File: config.mk
export PLATFORM = sky130hd
export DESIGN_NAME = rx_unit
export DESIGN_NICKNAME = d
export VERILOG_FILES = /design/src/rtl/uart_pkg.sv /design/src/rtl/rx_baud_gen.sv /design/src/rtl/rx_unit.sv
export SDC_FILE = /design/constraint.sdc
export NUM_CORES = 1
export LEC_CHECK = 0
export ABC_AREA = 1
export BUFFER_PORTS_ARGS = -buffer_cell sky130_fd_sc_hd__buf_2
export CAP_MARGIN = 5
export CORE_MARGIN = 2
export CORE_UTILIZATION = 39
export DETAILED_ROUTE_END_ITERATION = 16
export GPL_ROUTABILITY_DRIVEN = 0
export PLACE_DENSITY = 0.61
export SLEW_MARGIN = 20
export SYNTH_ARGS = -nofsm -noshare
export SYNTH_HDL_FRONTEND = slang
export SYNTH_SLANG_ARGS = --single-unit
File: constraint.sdc
create_clock -name clock -period 4.2 [get_ports clock]
set_input_delay 0.63 -clock clock [delete_from_list [all_inputs] [get_ports clock]]
set_output_delay 0.63 -clock clock [all_outputs]
set_load 0.02 [all_outputs]
File: src/rtl/uart_pkg.sv
// ============================================================================
// Module      : uart_pkg
// Description : Shared UART encodings (parity, baud) and receiver states.
// Revision    : 1.0 - initial release
// ============================================================================
`default_nettype none

package uart_pkg;

    typedef enum logic [1:0] {
        PAR_NONE  = 2'b00,
        PAR_ODD   = 2'b01,
        PAR_EVEN  = 2'b10,
        PAR_NONE2 = 2'b11
    } parity_e;

    typedef enum logic [1:0] {
        BAUD_2400  = 2'b00,
        BAUD_4800  = 2'b01,
        BAUD_9600  = 2'b10,
        BAUD_19200 = 2'b11
    } baud_e;

    typedef enum logic [2:0] {
        IDLE   = 3'd0,
        START  = 3'd1,
        DATA   = 3'd2,
        PARITY = 3'd3,
        STOP   = 3'd4
    } rx_state_e;

    function automatic int unsigned baud_hz(baud_e b);
        case (b)
            BAUD_2400:  return 2400;
            BAUD_4800:  return 4800;
            BAUD_9600:  return 9600;
            default:    return 19200;
        endcase
    endfunction

    // Rounded to nearest: CLK_FREQ / (baud * oversample)
    function automatic int unsigned baud_div(int unsigned clk_freq, baud_e b,
                                             int unsigned oversample);
        int unsigned d;
        d = baud_hz(b) * oversample;
        return (clk_freq + d / 2) / d;
    endfunction

endpackage

`default_nettype wire

File: src/rtl/rx_baud_gen.sv
// ============================================================================
// Module      : rx_baud_gen
// Description : Oversample tick generator with restart for phase alignment.
// Revision    : 1.0 - initial release
// ============================================================================
`default_nettype none

module rx_baud_gen
    import uart_pkg::*;
#(
    parameter int unsigned CLK_FREQ   = 50_000_000,
    parameter int unsigned OVERSAMPLE = 16
) (
    input  logic       clk,
    input  logic       rst,
    input  logic       i_restart,
    input  logic [1:0] i_baud_rate,
    output logic       o_tick
);

    localparam int unsigned c_DIV_2400  = baud_div(CLK_FREQ, BAUD_2400,  OVERSAMPLE);
    localparam int unsigned c_DIV_4800  = baud_div(CLK_FREQ, BAUD_4800,  OVERSAMPLE);
    localparam int unsigned c_DIV_9600  = baud_div(CLK_FREQ, BAUD_9600,  OVERSAMPLE);
    localparam int unsigned c_DIV_19200 = baud_div(CLK_FREQ, BAUD_19200, OVERSAMPLE);
    localparam int unsigned c_DIV_W     = $clog2(c_DIV_2400 + 1);

    logic [c_DIV_W-1:0] w_div_sel;
    logic [c_DIV_W-1:0] r_div;
    logic [c_DIV_W-1:0] r_cnt;
    logic               w_wrap;

    always_comb begin
        w_div_sel = c_DIV_W'(c_DIV_2400);
        case (baud_e'(i_baud_rate))
            BAUD_4800:  w_div_sel = c_DIV_W'(c_DIV_4800);
            BAUD_9600:  w_div_sel = c_DIV_W'(c_DIV_9600);
            BAUD_19200: w_div_sel = c_DIV_W'(c_DIV_19200);
            default:    w_div_sel = c_DIV_W'(c_DIV_2400);
        endcase
    end

    assign w_wrap = (r_cnt == r_div - c_DIV_W'(1));
    assign o_tick = w_wrap;

    // The divisor is captured only on restart so a baud change cannot
    // disturb a frame already in progress.
    always_ff @(posedge clk) begin
        if (rst || i_restart) begin
            r_cnt <= '0;
            r_div <= w_div_sel;
        end else if (w_wrap) begin
            r_cnt <= '0;
        end else begin
            r_cnt <= r_cnt + c_DIV_W'(1);
        end
    end

endmodule

`default_nettype wire

File: src/rtl/rx_unit.sv
// ============================================================================
// Module      : rx_unit
// Description : UART receiver - 8 data bits, optional parity, one stop bit.
// Revision    : 1.0 - initial release
// ============================================================================
`default_nettype none

module rx_unit
    import uart_pkg::*;
#(
    parameter int unsigned CLK_FREQ   = 50_000_000,
    parameter int unsigned OVERSAMPLE = 16
) (
    input  logic       clock,
    input  logic       reset,
    input  logic       data_rx,
    input  logic [1:0] parity_type,
    input  logic [1:0] baud_rate,
    output logic [7:0] data_out,
    output logic       data_valid,
    output logic       parity_error,
    output logic       frame_error,
    output logic       active_flag,
    output logic       done_flag
);

    localparam int unsigned             c_TICK_W = $clog2(OVERSAMPLE);
    localparam logic [c_TICK_W-1:0]     c_MID    = c_TICK_W'(OVERSAMPLE / 2 - 1);
    localparam logic [c_TICK_W-1:0]     c_LAST   = c_TICK_W'(OVERSAMPLE - 1);

    logic [1:0]          r_sync;
    logic                w_rx_s;
    rx_state_e           r_state;
    logic [c_TICK_W-1:0] r_tick_cnt;
    logic [2:0]          r_bit_cnt;
    logic [7:0]          r_shift;
    logic                r_par_bit;
    parity_e             r_par_mode;
    logic                r_armed;
    logic                w_tick;
    logic                w_restart;
    logic                w_par_en;
    logic                w_par_err;

    assign w_rx_s    = r_sync[1];
    assign w_restart = (r_state == IDLE) && !w_rx_s && r_armed;
    assign w_par_en  = (r_par_mode == PAR_ODD) || (r_par_mode == PAR_EVEN);
    // Odd wants the 9-bit XOR at 1, even wants it at 0.
    assign w_par_err = w_par_en && ((^{r_shift, r_par_bit}) != (r_par_mode == PAR_ODD));

    rx_baud_gen #(
        .CLK_FREQ   (CLK_FREQ),
        .OVERSAMPLE (OVERSAMPLE)
    ) u_baud_gen (
        .clk         (clock),
        .rst         (reset),
        .i_restart   (w_restart),
        .i_baud_rate (baud_rate),
        .o_tick      (w_tick)
    );

    always_ff @(posedge clock) begin
        if (reset) begin
            r_sync       <= 2'b11;
            r_state      <= IDLE;
            r_tick_cnt   <= '0;
            r_bit_cnt    <= '0;
            r_shift      <= '0;
            r_par_bit    <= 1'b0;
            r_par_mode   <= PAR_NONE;
            r_armed      <= 1'b1;
            data_out     <= '0;
            data_valid   <= 1'b0;
            parity_error <= 1'b0;
            frame_error  <= 1'b0;
            active_flag  <= 1'b0;
            done_flag    <= 1'b0;
        end else begin
            r_sync     <= {r_sync[0], data_rx};
            data_valid <= 1'b0;
            case (r_state)
                IDLE: begin
                    // A line left low after a bad stop bit must go high before re-arming.
                    if (w_rx_s) r_armed <= 1'b1;
                    if (w_restart) begin
                        r_state     <= START;
                        r_tick_cnt  <= '0;
                        r_par_mode  <= parity_e'(parity_type);
                        active_flag <= 1'b1;
                        done_flag   <= 1'b0;
                    end
                end
                START: if (w_tick) begin
                    if (r_tick_cnt == c_MID) begin
                        if (w_rx_s) begin
                            r_state     <= IDLE;
                            active_flag <= 1'b0;
                        end else begin
                            r_state    <= DATA;
                            r_tick_cnt <= '0;
                            r_bit_cnt  <= '0;
                        end
                    end else begin
                        r_tick_cnt <= r_tick_cnt + c_TICK_W'(1);
                    end
                end
                DATA: if (w_tick) begin
                    if (r_tick_cnt == c_LAST) begin
                        r_tick_cnt <= '0;
                        r_shift    <= {w_rx_s, r_shift[7:1]};
                        r_bit_cnt  <= r_bit_cnt + 3'd1;
                        if (r_bit_cnt == 3'd7) r_state <= w_par_en ? PARITY : STOP;
                    end else begin
                        r_tick_cnt <= r_tick_cnt + c_TICK_W'(1);
                    end
                end
                PARITY: if (w_tick) begin
                    if (r_tick_cnt == c_LAST) begin
                        r_tick_cnt <= '0;
                        r_par_bit  <= w_rx_s;
                        r_state    <= STOP;
                    end else begin
                        r_tick_cnt <= r_tick_cnt + c_TICK_W'(1);
                    end
                end
                STOP: if (w_tick) begin
                    if (r_tick_cnt == c_LAST) begin
                        r_tick_cnt   <= '0;
                        data_out     <= r_shift;
                        data_valid   <= 1'b1;
                        parity_error <= w_par_err;
                        frame_error  <= ~w_rx_s;
                        r_armed      <= w_rx_s;
                        r_state      <= IDLE;
                        active_flag  <= 1'b0;
                        done_flag    <= 1'b1;
                    end else begin
                        r_tick_cnt <= r_tick_cnt + c_TICK_W'(1);
                    end
                end
                default: r_state <= IDLE;
            endcase
        end
    end

endmodule

`default_nettype wire

==> summary.txt <==
Power and ir drop
  • NetSw: approximately 480 uW
  • Leak pwr: approximately 1.3 nW
  • Pwr Total: 1.34 mW
  • Pwr dens: 443 nW/um^2
  • Worst vdd ir: 0.163 mV
  • Comb power frac: 29.0%
  • Clock share of power: 27.8%
  • Switching Share: 35.9%
  • P_int: 862 uW
  • Seq pwr share: 43.3%

Die
  • Io pins: 20
  • CORE AREA: 6790 sq um
  • Die area: between 7000 and 8000 sq um
  • Site Rows: 30
  • Die H: 87.7 um
  • Die span in x: 87.7 um
  • Initial Util: 40.2%

CTS
  • Post-CTS Setup Bufs: 0
  • Hold buffer count at cts: 0
  • # clock sinks: 54
  • Maximum root-to-sink buffer count: 2
  • Cts repair resizes: 0
  • Clk slew on worst S/H paths: around 110 ps
  • CTS tree: yes
  • Htree depth: 2
  • Clk_lat worst skew: around 320 ps
  • Root buf cell: clkbuf_8
  • TritonCTS Buffers: 5

Worst setup path
  • Critical path class: in -> reg
  • CP required: 4440 ps
  • Critical path endpoint category: register
  • Reg-to-reg slack, setup: 2380 ps
  • Worst R2R Start: r_tick_cnt[0]
  • Startpoint Class: primary input
  • Worst-path maximum fanout: 20
  • Reg-to-reg endpoint: data_out[4]
  • Cell depth of the worst flop-to-flop path: 7
  • Arr. time, crit path: 2090 ps

Place
  • Pre-CTS setup slack: ~2000 ps
  • PortBufs: 19
  • DP HPWL: approximately 4300 um
  • DP Cell Count: 485

GRT
  • Number of global-route vias before repair: approximately 2100
  • Global Route Usage Sum: 16.1%
  • GRT overflow: 0
  • Largest net degree at the start of global routing: 21
  • Initial antenna violation count: 0
  • First-pass GRT wire length: just under 10000 um

Layout
  • Layout area overhead: 11.2%
  • Fin cells: 493
  • Multi-input logic area: around 1400 sq um
  • Filler instances: 695
  • N_diodes: 0
  • Fin util: 44.7%
  • Layout cell share with drive strength beyond 1: 15.9%
  • Storage element area: 1140 sq um
  • NumNets Final: about 400

Synthesis
  • Post-synth top area cell: dfxtp_1
  • Mapped Avg Cell Area: 7.26 sq um
  • Top cells by area, synth: dfxtp_1, nand2_1, nor2_1
  • Register area share after synthesis: 41.8%
  • Post-Syn Area: 2730 sq um
  • Commonest register cell after synthesis: dfxtp_1
  • Distinct cells, synth: 36
  • Fraction of registers with async set/reset: 0%
  • FF+latch count, synth: 54
  • EDFF count, synth: 6
  • Syn_nets: 388
  • Top-area cell type share of the netlist area: between 30% and 40%
  • Synth warn: 0
  • Gate Count Post-Synth: 376

Min path
  • Hold Crit Class: reg -> reg
  • Hold Path Depth: 1
  • WHS Endpoint: r_sync[1]
  • Min-Delay Startpoint: r_sync[0]

Route
  • First drt pass iteration count: 4
  • Routed WL per cell: 11.5 um
  • Violation count after the first detailed-route iteration: 120
  • Routed wire length: between 5000 and 6000 um
  • Antenna-violating nets left: 0
  • DR vias/cell: ~4.7
  • Via count: 2322
  • Drc violations: 0

STA
  • Fmax: 540 MHz
  • Worst-Margin Slew: 495 ps
  • RSZ-0062 raised after global routing: no
  • Slew Limit Headroom: between 60% and 70%
  • Fin crit period: about 1900 ps
  • Final period util: 44.1%
  • Setup Viol. Count Final: 0
  • Final setup margin: 2350 ps
  • Worst Skew: 13.2 ps
  • Setup TNS: 0 ps
  • Max-slew violation count: 0
  • Hold Fails Final Rpt: 0

Run
  • Max-cap violation count: 0

Outcome
  • Status: complete, no violations
[cells by family after synthesis]
| kind of cell | Yosys count | share of synthesized area [%] |
|---|---|---|
| flip-flops | 54 | 41.8 |
| adder cells (fa/ha/maj) | 5 | 2.29 |
| AO/OA/AOI/OAI | 59 | 11.9 |
| buffers and inverters | 58 | 8.30 |
| XOR/XNOR | 12 | 3.85 |
| AND/OR/NAND/NOR | 188 | 31.8 |
[flip-flops by register name (all words and copies together) (netlist names)]
register / flops
data_out: 8
r_sync: 2
data_valid: 1
done_flag: 1
r_armed: 1
u_baud_gen.r_div: 6
r_tick_cnt: 4
r_bit_cnt: 3
active_flag: 1
r_par_mode: 2
r_shift: 8
r_par_bit: 1
r_state: 3
parity_error: 1
frame_error: 1
u_baud_gen.r_cnt: 11
[worst max-delay path: stages]
cell     delay, ps
buf_2          150
inv_1          380
buf_4          270
nand3_1        340
nor3b_1        310
[area by class of cell]
| cell class | instances | area share, % |
|---|---|---|
| Clock buffer | 5 | 2.27 |
| Clock inverter | 3 | 1.61 |
| Inverter | 51 | 6.31 |
| Multi-Input combinational cell | 264 | 44.9 |
| Sequential cell | 54 | 37.6 |
| Tap cell | 96 | 3.96 |
| Timing Repair Buffer | 20 | 3.38 |
[worst max-delay path by stage]
stage	from	endpoint	slack [ps]	depth (start not counted)
floorplan	u_baud_gen.r_div[9]	r_state[0]	2690	10
global placement	reset	u_baud_gen.r_cnt[10]	2060	5
detailed placement	reset	u_baud_gen.r_cnt[8]	1990	5
CTS	reset	u_baud_gen.r_cnt[8]	2330	5
global route	reset	u_baud_gen.r_cnt[8]	2120	5
finish	reset	u_baud_gen.r_cnt[8]	2350	5
[synthesized netlist by cell type (5+ instances only)]
| cell type | n |
|---|---|
| nand2_1 | 71 |
| nor2_1 | 59 |
| dfxtp_1 | 48 |
| inv_1 | 42 |
| a21oi_1 | 27 |
| nand3_1 | 21 |
| o21ai_0 | 21 |
| inv_2 | 8 |
| nor2_2 | 7 |
| edfxtp_1 | 6 |
| nand2_2 | 6 |
| xnor2_1 | 6 |
| xor2_1 | 6 |
| ha_1 | 5 |
| o21ai_1 | 5 |
[placed cells by master, fill, tap and decap left out, types with 2 or more instances in the layout]
| cell | n |
|---|---|
| nand2_1 | 71 |
| nor2_1 | 59 |
| dfxtp_1 | 48 |
| inv_1 | 42 |
| a21oi_1 | 27 |
| nand3_1 | 21 |
| o21ai_0 | 21 |
| buf_2 | 19 |
| inv_2 | 8 |
| nor2_2 | 7 |
| nand2_2 | 6 |
| xnor2_1 | 6 |
| xor2_1 | 6 |
| edfxtp_1 | 6 |
| o21ai_1 | 5 |
| ha_1 | 5 |
| clkbuf_8 | 5 |
| nor3_1 | 4 |
| nor3b_1 | 4 |
| or2_2 | 4 |
| nand4_1 | 4 |
| nand2_4 | 2 |
| o211ai_1 | 2 |
[metal layers]
metal	wire length (um)	global-route usage, %
met5	0	0
met1	2820	21.3
met3	138	3.30
met2	2610	26.5
met4	80	5.03
[stage by stage]
stage / hold WS (ps) / instance area (sq um)
after global routing: 442 / 3030
after floorplan: 389 / 2730
after global placement: 395 / 2920
after detailed placement: 405 / 2920
final: 431 / 3030
after CTS: 430 / 3030
[power groups by stage]
| stage | sequential [mW] | combinational (mW) | clock [mW] |
|---|---|---|---|
| 6_report | 0.581 | 0.389 | 0.373 |
| 5_1_grt | 0.586 | 0.442 | 0.398 |
| 4_1_cts | 0.581 | 0.389 | 0.382 |
| 3_5_place_dp | 0.593 | 0.387 | 0 |
| 3_3_place_gp | 0.593 | 0.384 | 0 |
| 2_1_floorplan | 0.592 | 0.307 | 0 |
No activity file was read; power rests on OpenSTA's default activity.
